<file path="src/rtl/lamp_pkg.sv">
`default_nettype none
// ============================================================================
// lamp_pkg: shared lamp colour codes, phase encodings and phase helpers.
// Revision: 1.0
// ============================================================================
package lamp_pkg;

    localparam logic [2:0] RED    = 3'b100;
    localparam logic [2:0] GREEN  = 3'b010;
    localparam logic [2:0] YELLOW = 3'b001;

    typedef enum logic [1:0] {
        PH_UNSYNC = 2'd0,
        PH_RED    = 2'd1,
        PH_GREEN  = 2'd2,
        PH_YELLOW = 2'd3
    } phase_t;

    // Any non-one-hot code, including all-dark, maps to PH_UNSYNC.
    function automatic phase_t code_to_phase(input logic [2:0] code);
        case (code)
            RED:     return PH_RED;
            GREEN:   return PH_GREEN;
            YELLOW:  return PH_YELLOW;
            default: return PH_UNSYNC;
        endcase
    endfunction

    function automatic phase_t next_phase(input phase_t ph);
        case (ph)
            PH_RED:    return PH_GREEN;
            PH_GREEN:  return PH_YELLOW;
            PH_YELLOW: return PH_RED;
            default:   return PH_UNSYNC;
        endcase
    endfunction

endpackage
`default_nettype wire

</file>
<file path="src/rtl/lamp_hold_timer.sv">
`default_nettype none
// ============================================================================
// lamp_hold_timer: saturating run-length counter, pulses stuck when the run reaches MAX_HOLD.
// Revision: 1.0
// ============================================================================
module lamp_hold_timer #(
    parameter int MAX_HOLD = 8,
    parameter int HOLD_W   = 8
) (
    input  logic clock,
    input  logic reset_n,
    input  logic restart,
    input  logic hold,
    output logic stuck
);

    localparam logic [HOLD_W-1:0] MAX_CNT = HOLD_W'(MAX_HOLD);

    logic [HOLD_W-1:0] hold_cnt;

    // Neither restart nor hold means the bus left the legal set: run length drops to 0.
    always_ff @(posedge clock or negedge reset_n) begin
        if (!reset_n) begin
            hold_cnt <= '0;
        end else if (restart) begin
            hold_cnt <= HOLD_W'(1);
        end else if (hold) begin
            if (hold_cnt != MAX_CNT) begin
                hold_cnt <= hold_cnt + 1'b1;
            end
        end else begin
            hold_cnt <= '0;
        end
    end

    assign stuck = hold && (hold_cnt == MAX_CNT - 1'b1);

endmodule
`default_nettype wire

</file>
<file path="src/rtl/lamp_seq_monitor.sv">
`default_nettype none
// ============================================================================
// lamp_seq_monitor: RGY lamp bus checker; LAMP_SEQ_MONITOR_HOLD_CHECK_EN enables stuck detection.
// Revision: 1.0
// ============================================================================
module lamp_seq_monitor
    import lamp_pkg::*;
#(
    parameter int CNT_W    = 8,
    parameter int MAX_HOLD = 8,
    parameter int HOLD_W   = 8
) (
    input  logic             clock,
    input  logic             reset_n,
    input  logic [0:2]       light,
    input  logic             clear_err,
    output logic [1:0]       phase,
    output logic             locked,
    output logic [CNT_W-1:0] cycle_cnt,
    output logic             code_err,
    output logic             order_err,
    output logic             stuck_err,
    output logic             err_any
);

    phase_t state;
    phase_t obs;
    logic   legal;
    logic   same;
    logic   adv;
    logic   order_hit;
    logic   stuck_pulse;

    assign obs       = code_to_phase(light);
    assign legal     = (obs != PH_UNSYNC);
    assign same      = legal && (obs == state);
    assign adv       = (state != PH_UNSYNC) && (obs == next_phase(state));
    assign order_hit = legal && (state != PH_UNSYNC) && !same && !adv;

`ifdef LAMP_SEQ_MONITOR_HOLD_CHECK_EN
    logic restart;
    assign restart = legal && !same;

    lamp_hold_timer #(
        .MAX_HOLD (MAX_HOLD),
        .HOLD_W   (HOLD_W)
    ) u_hold_timer (
        .clock   (clock),
        .reset_n (reset_n),
        .restart (restart),
        .hold    (same),
        .stuck   (stuck_pulse)
    );
`else
    logic unused_hold_params;
    assign unused_hold_params = ^{MAX_HOLD[0], HOLD_W[0]};
    assign stuck_pulse        = 1'b0;
`endif

    // Every outcome (stay, advance, resync, drop to UNSYNC) ends in the observed phase.
    always_ff @(posedge clock or negedge reset_n) begin
        if (!reset_n) begin
            state     <= PH_UNSYNC;
            locked    <= 1'b0;
            cycle_cnt <= '0;
            code_err  <= 1'b0;
            order_err <= 1'b0;
            stuck_err <= 1'b0;
        end else begin
            state  <= obs;
            locked <= legal;
            if (adv && (state == PH_YELLOW)) begin
                cycle_cnt <= cycle_cnt + 1'b1;
            end
            code_err  <= (code_err  & ~clear_err) | ~legal;
            order_err <= (order_err & ~clear_err) | order_hit;
            stuck_err <= (stuck_err & ~clear_err) | stuck_pulse;
        end
    end

    assign phase   = state;
    assign err_any = code_err | order_err | stuck_err;

endmodule
`default_nettype wire

</file>
<file path="config.mk">
export PLATFORM = sky130hd
export DESIGN_NAME = lamp_seq_monitor
export DESIGN_NICKNAME = d
export VERILOG_FILES = /design/src/rtl/lamp_pkg.sv /design/src/rtl/lamp_hold_timer.sv /design/src/rtl/lamp_seq_monitor.sv
export SDC_FILE = /design/constraint.sdc
export NUM_CORES = 1
export LEC_CHECK = 0
export BUFFER_PORTS_ARGS = -buffer_cell sky130_fd_sc_hd__buf_2
export CORE_MARGIN = 2
export CORE_UTILIZATION = 40
export CTS_CLUSTER_SIZE = 40
export DETAILED_ROUTE_END_ITERATION = 12
export GPL_TIMING_DRIVEN = 0
export SLEW_MARGIN = 20
export SYNTH_ARGS = -nofsm -noshare
export SYNTH_HDL_FRONTEND = slang
export SYNTH_SLANG_ARGS = --single-unit
</file>
<file path="constraint.sdc">
create_clock -name clock -period 6.5 [get_ports clock]
set_clock_uncertainty 0.05 [all_clocks]
set_input_delay 0.65 -clock clock [delete_from_list [all_inputs] [get_ports clock]]
set_output_delay 0.65 -clock clock [all_outputs]
set_load 0.03 [all_outputs]
</file>
==> reports/qor.csv <==
stage,metric,value,unit
finish,stdcell_area,951,um2
power,intPower,0.000143,W
sta,max-slew-margin-rel,62.2,%
power,combinationalPowerShare,22.0,%
synthesis,synth_compound_area_share,13.9,%
synthesis,synth_edf_count,0,
finish,diodes,0,
sta,max_clock_freq,0.425,GHz
outcome,status,"finished, final reports clean",
floorplanning,coreArea,1900,um2
synthesis,synth-main-ff-cell,dfrtp_1,
min_path,hp-class,in -> async,
synthesis,synthAdderAreaFrac,6.37,%
grt,first_global_vias,546,
clocking,clkSinkCount,14,
drt,ant_nets,0,
worst_setup_path,cp_max_fo,8,
grt,grt_pass1_wl,2.49,mm
synthesis,synth_top_family_by_area,simple AND/OR/NAND/NOR gates,
floorplanning,start_util,41.3,%
sta,period_minus_slack,2.35,ns
clocking,cts_root_buffer,clkbuf_4,
sta,rsz0062_at_grt,false,
clocking,cts_resized,0,
grt,overflow,0,
worst_setup_path,crit_path_start,phase[1],
power,p_sw_share,30.6,%
power,finalPower,0.000206,W
clocking,tritoncts.num_buffers,3,
grt,track_usage,13.8,%
grt,grt_antenna_before_repair,0,
synthesis,synth_seq_cells,14,
sta,fin_setup_tns,0,ns
synthesis,yosys-top-cells-area,"dfrtp_1 (45%), xnor2_1 (8.9%), ha_1 (6.4%)",
finish,drive_gt1_share,30.9,%
finish,synthToLayoutAreaGrowth,21.0,%
clocking,post-cts-setup-buffers,0,
floorplanning,die_h,48.3,um
drt,drtIter0Drc,2,
worst_setup_path,reg2reg_from,phase[1],
worst_setup_path,r2r_end,cycle_cnt[1],
finish,nNetsFinal,105,
synthesis,ys_types,33,
sta,hold_viol,0,
drt,wl_per_cell,11.6,um
power,pwr-share-seq,48.0,%
sta,finalCritPeriodShare,36.2,%
worst_setup_path,worst-endpoint-required,6.62,ns
synthesis,syn_nets,81,
synthesis,synthSimpleGateAreaFrac,17.5,%
worst_setup_path,start_kind,flip-flop,
worst_setup_path,endpoint,cycle_cnt[1],
clocking,cts_max_level,1,
synthesis,netlist_area,786,um2
power,ir_drop,0.126,mV
synthesis,ys_seq_area_share,44.6,%
floorplanning,rows,16,
run,max_cap_viol_count,0,
worst_setup_path,r2r_setup_slack,4.15,ns
drt,drt_pass1_iterations,2,
placed_design,hpwlAfterDp,1.08,mm
sta,finalSetupViolCount,0,
placed_design,place_area,915,um2
worst_setup_path,reg2regPathDepth,5,
power,netSwitchingPower,0.0000629,W
drt,wirelength,1.40,mm
placed_design,io_buffer_count,19,
drt,route.detailed.drc,0,
clocking,postCtsHoldBufs,0,
synthesis,syn_area_per_cell,11.1,um2
placed_design,routabilityCongestion,0.777,
synthesis,synth_most_common_cell,dfrtp_1,
synthesis,syn_inst,71,
synthesis,async_flop_share,100,%
synthesis,synthXorXnorAreaFrac,10.0,%
clocking,clock_path_buffers,2,
sta,worstMarginPinSlew,0.567,ns
worst_setup_path,crit_type,reg -> reg,
sta,slew_viol_final,0,
worst_setup_path,crit_path_end_kind,flip-flop,
drt,vias,600,
synthesis,yosysWarningCount,0,
floorplanning,io_pins,21,
finish,nFillCells,187,
synthesis,synthMuxAreaShare,1.43,%
drt,via_per_inst,4.96,
clocking,insertion_delay,0.28,ns
floorplanning,die_w,48.3,um
floorplanning,die_area,2330,um2
worst_setup_path,arrival,2.48,ns
synthesis,synth_top_area_share,44.6,%
synthesis,synthTopCellsByCount,"dfrtp_1 (14), xnor2_1 (8), inv_1 (5)",
clocking,path_clk_slew,0.08,ns
power,p_clk_share,30.0,%
synthesis,synth_top_cell_by_area,dfrtp_1,
clocking,cts_tree,yes,
power,p_per_area,216,nW/um2
power,p_leak,0.459,nW
grt,grt_start_max_net_pins,15,
-- kinds of logic (layout without fill, tap and decap cells) --
kind of cell               after synthesis  after routing
adders and majority gates                4              4
and+or+nand+nor                         23             23
buffers and inverters                    8             31
muxes                                    1              1
xor gates and xnor gates                 9              9
DFF                                     14             14
AOI/OAI and AO/OA                       12             12
-- how the worst min path moves through the flow --
stage	slack, ns	from	cells after the start	end
5_1_grt	0.20	reset_n	1	cycle_cnt[1]
2_1_floorplan	0.30	reset_n	0	code_err
3_5_place_dp	0.42	cycle_cnt[7]	1	cycle_cnt[7]
6_report	0.19	reset_n	1	cycle_cnt[0]
3_3_place_gp	0.41	cycle_cnt[7]	1	cycle_cnt[7]
4_1_cts	0.19	reset_n	1	cycle_cnt[0]
-- routing by layer --
| layer | global-route usage [%] | vias to the layer above | wire length [um] |
|---|---|---|---|
| met2 | 21.1 | 12 | 637 |
| met3 | 2.16 | 4 | 54 |
| met1 | 17.9 | 279 | 664 |
| met4 | 10.0 | 0 | 42 |
| li1 | - | 305 | - |
| met5 | 0 | - | 0 |
-- final cells by class --
class                   instances  area (um2)  area share [%]
well taps                      27        33.8            3.55
repair buffers                 19        95.1            10.0
plain buffers                   3        30.0            3.16
clock buffers                   4        36.3            3.82
flip-flops and latches         14         350            36.8
multi-input cells              49         387            40.7
inverters                       5        18.8            1.97
-- critical path: stages (launching register included) --
cell and delay [ns]:
dfrtp_1 0.45, inv_1 0.07, ha_1 0.35, or3b_4 0.40, a2111oi_4 0.55, mux2_1 0.37
-- flip-flops by register name (all words and copies together) (netlist names) --
register   cells
code_err       1
cycle_cnt      8
locked         1
order_err      1
phase          2
stuck_err      1
-- per-stage QoR --
stage                     utilization [%]  hold slack, ns  setup WS, ns  cells
after floorplan                         -           0.304          4.11     71
after global placement               48.1           0.405          4.15    117
after detailed placement             48.1           0.425          4.15    117
after CTS                            50.0           0.194          4.13    121
after global routing                 50.0           0.202          3.97    121
final                                50.0           0.191          4.15    121
-- placed cells by master (no fill, tap or decap), types with 2 or more instances in the layout --
cell      instances
ha_1              4
dfrtp_1          14
a211oi_1          2
o21ai_0           2
nand4_1           4
nor2_1            4
buf_2            19
inv_1             5
buf_6             2
xnor2_1           8
nand2_1           3
clkbuf_4          3
-- power by group through the flow --
| stage | clock (W) | combinational (W) | sequential, W |
|---|---|---|---|
| 6_report | 0.0000617 | 0.0000452 | 0.0000987 |
| 4_1_cts | 0.0000647 | 0.0000460 | 0.0000987 |
| 3_3_place_gp | 0 | 0.0000457 | 0.000100 |
| 5_1_grt | 0.0000675 | 0.0000492 | 0.0000998 |
| 2_1_floorplan | 0 | 0.0000224 | 0.000110 |
| 3_5_place_dp | 0 | 0.0000457 | 0.000101 |
Note: power is estimated with default switching activity, not from simulation.
